[src/rtl/bs_gnrtr_n_rbtr.sv]
// ---------------------------------------------------------------------------
// bs_gnrtr_n_rbtr
// Shared-bus generator and arbiter. Each of `bits` independent bus lanes
// connects `drvrs` device FIFOs. A lane grants one pending device at a time
// in round-robin order, pops its head packet, and pushes that packet to the
// addressed device. A broadcast packet goes to every device except the sender.
//
// Packet format: dest ID = pkt[pckg_sz-1 -: 8]. The remaining low bits are
// payload and pass through unmodified.
//
// Ports
//   clk     in   1                            system clock, posedge
//   reset   in   1                            synchronous, active-high
//   pndng   in   [bits][drvrs]                device has a packet waiting
//   push    out  [bits][drvrs]                1-cycle strobe: accept D_push
//   pop     out  [bits][drvrs]                1-cycle strobe: drop head packet
//   D_pop   in   [bits][drvrs][pckg_sz]       head packet of each device
//   D_push  out  [bits][drvrs][pckg_sz]       packet delivered to each device
//
// Per-lane FSM
//   state | meaning
//   ARB   | scan pndng from rr; on a winner, latch its packet and raise pop
//   POP   | pop strobe visible; compute push mask and D_push for next cycle
//   PUSH  | push strobe visible; advance rr past the source
// ---------------------------------------------------------------------------
module bs_gnrtr_n_rbtr #(
  parameter int         bits      = 1,
  parameter int         drvrs     = 4,
  parameter int         pckg_sz   = 16,
  parameter logic [7:0] broadcast = {8{1'b1}}
) (
  input  logic                                    clk,
  input  logic                                    reset,
  input  logic [bits-1:0][drvrs-1:0]              pndng,
  output logic [bits-1:0][drvrs-1:0]              push,
  output logic [bits-1:0][drvrs-1:0]              pop,
  input  logic [bits-1:0][drvrs-1:0][pckg_sz-1:0] D_pop,
  output logic [bits-1:0][drvrs-1:0][pckg_sz-1:0] D_push
);

  localparam int IW = (drvrs > 1) ? $clog2(drvrs) : 1;

  typedef enum logic [1:0] {
    ARB  = 2'd0,
    POP  = 2'd1,
    PUSH = 2'd2
  } state_t;

  typedef logic [IW-1:0] idx_t;

  for (genvar b = 0; b < bits; b++) begin : g_lane
    state_t                        state_q, state_d;
    idx_t                          rr_q, rr_d;
    idx_t                          src_q, src_d;
    logic [pckg_sz-1:0]            pkt_q, pkt_d;
    logic [drvrs-1:0]              pop_q, pop_d;
    logic [drvrs-1:0]              push_q, push_d;
    logic [drvrs-1:0][pckg_sz-1:0] dpush_q, dpush_d;
    logic                          found;
    idx_t                          win;
    logic [7:0]                    dest;
    logic                          is_bcast;
    logic                          is_uni;

    // Round-robin scan: first pending device at or after rr, wrapping.
    always_comb begin : arb_scan
      int j;
      found = 1'b0;
      win   = '0;
      j     = 0;
      for (int i = 0; i < drvrs; i++) begin
        j = int'(rr_q) + i;
        if (j >= drvrs) j = j - drvrs;
        if (!found && pndng[b][idx_t'(j)]) begin
          found = 1'b1;
          win   = idx_t'(j);
        end
      end
    end

    always_comb begin : fsm_next
      state_d  = state_q;
      rr_d     = rr_q;
      src_d    = src_q;
      pkt_d    = pkt_q;
      pop_d    = '0;
      push_d   = '0;
      dpush_d  = dpush_q;
      dest     = pkt_q[pckg_sz-1 -: 8];
      is_bcast = (dest == broadcast);
      is_uni   = (int'(dest) < drvrs);

      unique case (state_q)
        ARB: begin
          // Packet is latched at grant time, while pndng (and so D_pop) is
          // guaranteed valid; later pndng changes cannot corrupt it.
          if (found) begin
            state_d = POP;
            src_d   = win;
            pkt_d   = D_pop[b][win];
            for (int d = 0; d < drvrs; d++) pop_d[d] = (int'(win) == d);
          end
        end
        POP: begin
          state_d = PUSH;
          for (int d = 0; d < drvrs; d++) begin
            dpush_d[d] = pkt_q;
            if (is_bcast) push_d[d] = (int'(src_q) != d);
            else          push_d[d] = is_uni && (int'(dest) == d);
          end
        end
        PUSH: begin
          state_d = ARB;
          rr_d    = (int'(src_q) == drvrs - 1) ? '0 : src_q + idx_t'(1);
        end
        default: state_d = ARB;
      endcase
    end

    always_ff @(posedge clk) begin
      if (reset) begin
        state_q <= ARB;
        rr_q    <= '0;
        src_q   <= '0;
        pkt_q   <= '0;
        pop_q   <= '0;
        push_q  <= '0;
        dpush_q <= '0;
      end else begin
        state_q <= state_d;
        rr_q    <= rr_d;
        src_q   <= src_d;
        pkt_q   <= pkt_d;
        pop_q   <= pop_d;
        push_q  <= push_d;
        dpush_q <= dpush_d;
      end
    end

    assign pop[b]    = pop_q;
    assign push[b]   = push_q;
    assign D_push[b] = dpush_q;
  end

endmodule

[config.mk]
export PLATFORM = sky130hd
export DESIGN_NAME = bs_gnrtr_n_rbtr
export DESIGN_NICKNAME = d
export VERILOG_FILES = /design/src/rtl/bs_gnrtr_n_rbtr.sv
export SDC_FILE = /design/constraint.sdc
export NUM_CORES = 1
export LEC_CHECK = 0
export CAP_MARGIN = 5
export CORE_ASPECT_RATIO = 0.5
export CORE_UTILIZATION = 38
export DETAILED_ROUTE_END_ITERATION = 10
export GPL_ROUTABILITY_DRIVEN = 0
export GPL_TIMING_DRIVEN = 0
export PLACE_DENSITY = 0.9
export SLEW_MARGIN = 20
export SYNTH_ARGS = -nofsm -noshare
export SYNTH_HDL_FRONTEND = slang
export SYNTH_SLANG_ARGS = --single-unit
[constraint.sdc]
create_clock -name clk -period 2.7 [get_ports clk]
set_input_delay 0.405 -clock clk [delete_from_list [all_inputs] [get_ports clk]]
set_output_delay 0.405 -clock clk [all_outputs]
set_load 0.01 [all_outputs]
==> flow_metrics.env <==
export IMPL_status="complete, no violations"
export IMPL_fp_dieH_um=61.8
export IMPL_grt_antenna_before_repair=0
export IMPL_hold_ws_ns=0.380
export IMPL_endpoint_kind="flip-flop"
export IMPL_wl_per_cell_um=16.0
export IMPL_die_width_um=122
export IMPL_firstDrtPassIters=5
export IMPL_hold_viol_final=0
export IMPL_grt_pass1_wl_mm=13.2
export IMPL_vdd_ir_drop_worst_uv=286
export IMPL_skew_ns=0.00526
export IMPL_maxCapViolCount=0
export IMPL_grt_use_total=0.233
export IMPL_r2r_slack_ns=0.74
export IMPL_grt_overflow_total=0
export IMPL_reg2reg_depth=7
export IMPL_drc=0
export IMPL_grt_pass1_vias=2656
export IMPL_h_tree_depth=2
export IMPL_io_buffers=137
export IMPL_vias=2914
export IMPL_leakage_nw=1.67
export IMPL_post_cts_resized=0
export IMPL_seq_area_frac_synth=0.339
export IMPL_syn_inst=321
export IMPL_startpoint_type="flip-flop"
export IMPL_setup_tns_final_ns=0
export IMPL_syn2layout_area_growth_pct=60.9
export IMPL_final_nets=539
export IMPL_cts_hold_fix_buffers=0
export IMPL_layout_common_cells="137 x clkdlybuf4s50_1, 54 x buf_4, 46 x dfxtp_1, 40 x nand2_1, 30 x nand3_1"
export IMPL_slew_headroom=0.608
export IMPL_rr_endpoint="g_lane[0].pkt_q[6]"
export IMPL_synth_area_um2=2720
export IMPL_core_um2=6810
export IMPL_hold_class="in2reg"
export IMPL_io_pins=142
export IMPL_synth_nets=395
export IMPL_yosysUniqueCellTypes=44
export IMPL_crit_path_start="g_lane[0].rr_q[1]"
export IMPL_wl_mm=8.94
export IMPL_path_max_fanout=10
export IMPL_endpoint="g_lane[0].pkt_q[6]"
export IMPL_clockBufferDepth=2
export IMPL_finalMaxSlewViolations=0
export IMPL_ys_warn_count=0
export IMPL_insertion_delay_ns=0.29
export IMPL_drive_gt1_frac=0.200
export IMPL_worst_r2r_startpoint="g_lane[0].rr_q[1]"
export IMPL_dp_hpwl_mm=6.60
export IMPL_final_common_cell="clkdlybuf4s50_1"
export IMPL_cts_tree="yes"
export IMPL_synth_seq_cells=46
export IMPL_num_antenna_cells=0
export IMPL_vias_per_cell=5.22
export IMPL_fmax_mhz=510
export IMPL_path_class="reg2reg"
export IMPL_powerDensity_nw_per_um2=486
export IMPL_fillCellCount=548
export IMPL_required_ns=2.87
export IMPL_worst_pin_slew_ns=0.588
export IMPL_fin_crit_sh=0.726
export IMPL_timing_final_crit_period_ns=1.96
export IMPL_rows=21
export IMPL_rsz0062_at_grt="no"
export IMPL_numCtsBuffers=5
export IMPL_avgSynthCellArea_um2=8.47
export IMPL_worstPathArrival_ns=2.13
export IMPL_drt_iter0_markers=316
export IMPL_clkTransAtPathRegs_ns=0.07
export IMPL_finalSetupViolations=0
export IMPL_ant_nets=0
export IMPL_cts_sinks=46
export IMPL_die_area_um2=7510
export IMPL_grt_max_degree=16
export IMPL_start_util=0.399
export IMPL_post_cts_repair_setup_buffers=0
export IMPL_clock_root_buffer="clkbuf_16"
-- stage by stage --
stage	instances	instance area, µm²	worst slack, ns	util	power, W
final	558	4370	0.740	0.643	0.00212
after floorplan	321	2720	1.07	-	0.00113
after detailed placement	550	4200	0.613	0.618	0.00142
after global routing	558	4370	0.679	0.643	0.00220
after CTS	558	4370	0.759	0.643	0.00212
after global placement	550	4200	0.644	0.618	0.00140
-- cell type report --
class                      instances  area [µm²]  area share
buffer                            73         531       0.121
clock buffer                       5         125      0.0286
clock inverter                     3        43.8      0.0100
inverter                           4        15.0     0.00343
multi-input combinational        198        1250       0.286
sequential                        46         921       0.211
tap                               92         115      0.0263
timing repair buffer             137        1370       0.314
-- cell families after synthesis --
family / share of synthesized area
DFF: 0.339
and+or+nand+nor: 0.201
AOI/OAI and AO/OA: 0.234
adders and majority gates: 0.0184
buffers and inverters: 0.201
muxes: 0.00737
-- registers in the layout, summed over array words and instances, names as in the netlist --
name	cells
D_push	16
g_lane.pkt_q	16
pop	4
push	4
g_lane.rr_q	2
g_lane.src_q	2
g_lane.state_q	2
-- power by group --
part / total (W) / internal, W / switching [W]
logic: 0.000618 / 0.000340 / 0.000278
registers: 0.000803 / 0.000735 / 0.0000682
clock network: 0.000703 / 0.000438 / 0.000265
total: 0.00212 / 0.00151 / 0.000611
-- worst min-delay path by stage --
stage	from	endpoint	depth (start not counted)
detailed placement	g_lane[0].pkt_q[5]	D_push[53]	2
global placement	g_lane[0].pkt_q[0]	D_push[48]	2
floorplan	g_lane[0].pkt_q[0]	D_push[48]	2
global route	pndng[2]	pop[2]	2
CTS	pndng[2]	pop[2]	2
finish	pndng[2]	pop[2]	2
-- cell usage after synthesis (all sizes together) --
cell | count | share of area
nor2b | 3 | 0.0078
a21o | 1 | 0.0028
ha | 4 | 0.018
o221a | 1 | 0.0041
nand3 | 30 | 0.055
nor2 | 27 | 0.039
o2111a | 2 | 0.0083
buf | 66 | 0.19
and2 | 3 | 0.0069
a31oi | 1 | 0.0023
and3 | 1 | 0.0023
a21oi | 24 | 0.046
nand3b | 2 | 0.0055
nand2b | 3 | 0.0097
o32a | 2 | 0.0074
dfxtp | 46 | 0.34
nand4 | 1 | 0.0023
o22ai | 2 | 0.0046
o21a | 1 | 0.0032
clkbuf | 7 | 0.0097
mux2i | 2 | 0.0074
o21ai | 3 | 0.0055
a311oi | 17 | 0.057
a211o | 2 | 0.0064
a21boi | 1 | 0.0028
nor3 | 4 | 0.0074
or3 | 2 | 0.0046
a211oi | 2 | 0.015
nand2 | 41 | 0.058
inv | 4 | 0.0055
nor4 | 1 | 0.0023
a221oi | 15 | 0.069
-- critical path, cell delays in order (launching register included) --
cell and delay (ns):
dfxtp_1 0.35, buf_6 0.14, mux2i_1 0.19, nor2_1 0.09
a211oi_4 0.39, buf_6 0.22, nand3b_1 0.12, a311oi_1 0.34
-- metal layers --
| layer | routed length (µm) | vias up | track usage |
|---|---|---|---|
| li1 | - | 1382 | - |
| met5 | 0 | - | 0 |
| met4 | 111 | 0 | 0.0776 |
| met2 | 4410 | 143 | 0.416 |
| met3 | 688 | 11 | 0.0401 |
| met1 | 3720 | 1378 | 0.295 |
Power figures use the tool's default switching activity.
